File: config.mk
export PLATFORM = sky130hd
export DESIGN_NAME = basic_and
export DESIGN_NICKNAME = d
export VERILOG_FILES = /design/src/rtl/basic_and_pkg.sv /design/src/rtl/basic_and_reg.sv /design/src/rtl/basic_and.sv
export SDC_FILE = /design/constraint.sdc
export NUM_CORES = 1
export LEC_CHECK = 0
export CORE_AREA = 2 2 39 41
export DETAILED_ROUTE_END_ITERATION = 8
export DIE_AREA = 0 0 41 43
export PLACE_DENSITY = 0.49
export SLEW_MARGIN = 20
export SYNTH_ARGS = -nofsm -noshare
export SYNTH_HDL_FRONTEND = slang
export SYNTH_SLANG_ARGS = --single-unit
File: constraint.sdc
create_clock -name clk -period 1.5 [get_ports clk]
set_clock_uncertainty 0.2 [all_clocks]
set_input_delay 0.225 -clock clk [delete_from_list [all_inputs] [get_ports clk]]
set_output_delay 0.225 -clock clk [all_outputs]
set_load 0.05 [all_outputs]
File: src/rtl/basic_and_pkg.sv
// Shared constants and helpers for the basic_and bitwise-AND block.
package basic_and_pkg;

    localparam int MAX_WIDTH = 64;

    // True when every bit of the (zero-extended) operand is 0.
    function automatic logic all_zero(input logic [MAX_WIDTH-1:0] v);
        return ~|v;
    endfunction

endpackage

File: src/rtl/basic_and_reg.sv
// Valid-qualified capture register for the AND result, with a zero flag.
module basic_and_reg
    import basic_and_pkg::*;
#(
    parameter int WIDTH = 4
) (
    input  logic             clk,
    input  logic             reset,
    input  logic [WIDTH-1:0] d,
    input  logic             d_valid,
    output logic [WIDTH-1:0] q,
    output logic             q_valid,
    output logic             q_zero
);

    logic [WIDTH-1:0] data_d;
    logic [WIDTH-1:0] data_q;
    logic             valid_d;
    logic             valid_q;
    logic             zero_d;
    logic             zero_q;

    // Next-state: reset beats a coincident sample; idle cycles hold data/flag.
    always_comb begin
        data_d  = data_q;
        valid_d = 1'b0;
        zero_d  = zero_q;
        if (reset) begin
            data_d  = '0;
            valid_d = 1'b0;
            zero_d  = 1'b0;
        end else if (d_valid) begin
            data_d  = d;
            valid_d = 1'b1;
            zero_d  = all_zero(MAX_WIDTH'(d));
        end else begin
            data_d  = data_q;
            valid_d = 1'b0;
            zero_d  = zero_q;
        end
    end

    // State registers; reset is folded into the next-state logic above.
    always_ff @(posedge clk) begin
        data_q  <= data_d;
        valid_q <= valid_d;
        zero_q  <= zero_d;
    end

    assign q       = data_q;
    assign q_valid = valid_q;
    assign q_zero  = zero_q;

endmodule

File: src/rtl/basic_and.sv
// Bitwise AND of two operands: combinational result plus registered copy.
module basic_and
    import basic_and_pkg::*;
#(
    parameter int WIDTH = 4
) (
    input  logic             clk,
    input  logic             reset,
    input  logic [WIDTH-1:0] a,
    input  logic [WIDTH-1:0] b,
    input  logic             in_valid,
    output logic [WIDTH-1:0] out,
    output logic [WIDTH-1:0] out_q,
    output logic             out_valid,
    output logic             out_zero
);

    // Zero-latency path: independent of clk and reset.
    assign out = a & b;

    basic_and_reg #(
        .WIDTH (WIDTH)
    ) u_reg (
        .clk     (clk),
        .reset   (reset),
        .d       (out),
        .d_valid (in_valid),
        .q       (out_q),
        .q_valid (out_valid),
        .q_zero  (out_zero)
    );

endmodule

==> impl_metrics.toml, run 1 <==
[place]
hpwlAfterDp_um = 588
gp_congestion = 0.720
port_buffers = 20
place_inst = 64

[logic_synthesis]
ys_warn_count = 0
syn_avg_cell_area_um2 = 10.8
synth_seq_cells = 6
postSynthCellCount = 23
synthSimpleGateAreaFrac_pct = 25.8
synth_compound_area_share_pct = 3.54
yosysSeqAreaShare_pct = 48.5
synth_top_cell_by_area = "dfxtp_1"
syn_area_um2 = 248
synth_cell_types = 9
synth.top_cells.by_area = "dfxtp_1 (48%), mux2i_1 (16%), and2_1 (10%)"
synth_top_family_by_area = "simple AND/OR/NAND/NOR gates"
netlist.area_leader.share_pct = 48.5
synth_xor_area_share_pct = 0
synth_fa_ha_area_share_pct = 0
synth_nets = 34
muxShareOfSynthArea_pct = 16.2

[die]
die_w_um = 41
ios = 21
core_mm2 = 0.00138
num_rows = 14
floorplan.initialDensity_pct = 17.9
dieArea_mm2 = 0.00176
dieHeight_um = 43

[clock_tree]
htreeDepth = 1
clk_latency_ns = 0.24
hold_buffers = 0
tritoncts = "yes"
clockRootBuffer = "clkbuf_4"
clk_path_buf_depth = 2
cts-buffers-inserted = 3
cts_setup_buffers = 0
clk_pin_slew_ns = 0.05
cts_sinks = 6

[grt]
grt_pass1_vias = 301
grt_overflow = 0
grt_max_degree = 6
grt_usage_pct = 9.85
antenna_found_initial = 0
grt_pass1_wl_um = 1160

[cells_and_area]
fin_cells = 67
area_delta_synth_final_pct = 164
fin_util_pct = 47.2
layout_commonest_cell = "buf_12"
drive_gt1_share_pct = 47.1
n_antenna_cell = 0
nFillCells = 123
fin_nets = 64
regArea_um2 = 120
multi_input_area_um2 = 128
final_cell_mix = "buf_12 (10), clkdlybuf4s50_1 (9), dfxtp_1 (6), mux2i_1 (4), nor2_1 (4)"

[sta]
fin_crit_sh_pct = 98.1
min_period_ns = 1.47
holdWs_ns = 0.228
fmax_mhz = 680
setup_viol_count_final = 0
tightestPinTransition_ns = 0.172
slew_viol_final = 0
maxSlewHeadroom_pct = 88.6
hold_viol = 0
fin_tns_setup_ns = 0
rsz0062_at_grt = "no"

[power]
netSwitchingPower_mw = 0.139
cellInternalPower_mw = 0.355
clock_power_share_pct = 29.9
powerDensity_mw_per_mm2 = 757
switching_share_pct = 28.2
irDropWorstVdd_uv = 336
pwr-share-comb_pct = 34.8
p_leak_nw = 0.290
p_seq_share_pct = 35.3

[critical_path]
cp_max_fo = 2
cpPeakStageDelay_ns = 0.46
critPathSlowestCell = "clkdlybuf4s50_1"
r2r_start = "u_reg.q_zero$_SDFFE_PP0P_"
critical_path_arrival_ns = 1.05
cp.required_ns = 1.07
startpoint = "a[1]"
path_cells = "clkdlybuf4s50_1, and2_4, buf_6, buf_12"
end_kind = "output pin"
path_class = "primary input to output pin"
startpoint_type = "primary input"

[drt]
wl_um = 697
vias_per_cell = 4.00
antenna_left = 0
wire_per_inst_um = 10.4
firstDrtPassIters = 2
drc = 0
via_count = 268
drt-initial-drc-count = 4

[worst_hold_path]
worstHoldStart = "a[3]"
hp-class = "primary input to register"

[outcome]
status = "completed"

[flow_run]
drv_cap = 0
==> state kept, by name, summed over array words and instances, names as in the netlist <==
name	flops
u_reg.q	4
u_reg.q_valid	1
u_reg.q_zero	1
==> critical path: cells and delay by family <==
kind	cells	cell delay (ns)
buf+inv	3	0.68
simple gates	1	0.14
==> cells in the mapped netlist <==
cell	instances
mux2i_1	4
nor2b_4	1
dfxtp_1	6
buf_6	1
inv_1	1
o32ai_1	1
nor2_1	4
and2_1	4
or4b_1	1
==> area by class of cell <==
class,instances,share of cell area [%]
inverters,1,0.575
clock buffers,3,3.45
well taps,16,3.07
flip-flops and latches,6,18.4
multi-input cells,15,19.5
repair buffers,26,55.0
==> what timing repair did <==
| item | CTS | global route |
|---|---|---|
| hold endpoints to repair | 0 | 0 |
| setup endpoints to repair | 2 | 4 |
| pin swaps | 0 | 1 |
| cloned | 0 | 0 |
| resized for setup | 2 | 6 |
==> path summary, 6_finish.rpt <==
kind	endpoint	slack (ns)	cells past startpoint
worst max register to register	u_reg.q_zero$_SDFFE_PP0P_	0.55	2
worst max-delay path	out[1]	0.03	4
worst min register to register	u_reg.q_zero$_SDFFE_PP0P_	0.33	2
worst min-delay path	u_reg.q_zero$_SDFFE_PP0P_	0.23	4
==> cells by family after synthesis <==
kind of cell           Yosys count
flip-flops                       6
buffers and inverters            2
multiplexers                     4
AO/OA/AOI/OAI                    1
AND/OR/NAND/NOR                 10
==> power groups by stage <==
stage                     Combinational (mW)  Clock [mW]  Sequential (mW)
after global placement                 0.164           0            0.177
after global routing                   0.180       0.161            0.175
after floorplan                       0.0432           0            0.199
after CTS                              0.167       0.154            0.175
final                                  0.172       0.148            0.175
after detailed placement               0.163           0            0.178
==> per-layer routing <==
layer / wire [um] / track usage, % / vias to the layer above
met4: 0 / 6.00 / 0
met5: 0 / 0 / -
met1: 275 / 10.6 / 117
met2: 311 / 14.7 / 17
li1: - / - / 134
met3: 109 / 4.71 / 0
==> metrics by stage <==
| stage | instance area [um^2] | power [mW] | setup WS, ns |
|---|---|---|---|
| after global placement | 602 | 0.341 | -0.174 |
| after CTS | 629 | 0.496 | 0.000801 |
| after floorplan | 248 | 0.242 | 0.000383 |
| final | 653 | 0.495 | 0.0292 |
| after detailed placement | 602 | 0.341 | -0.214 |
| after global routing | 653 | 0.516 | 0.00411 |
Power figures use the tool's default switching activity.
==> run 2: changes to the inputs <==
--- a/config.mk
+++ b/config.mk
@@ -5,6 +5,7 @@
 export SDC_FILE = /design/constraint.sdc
 export NUM_CORES = 1
 export LEC_CHECK = 0
+export ABC_CLOCK_PERIOD_IN_PS = 1500
 export CORE_AREA = 2 2 39 41
 export DETAILED_ROUTE_END_ITERATION = 8
 export DIE_AREA = 0 0 41 43
==> results of run 2 <==
Same layout as run 1: the final DEF is identical, and so are final timing and power.
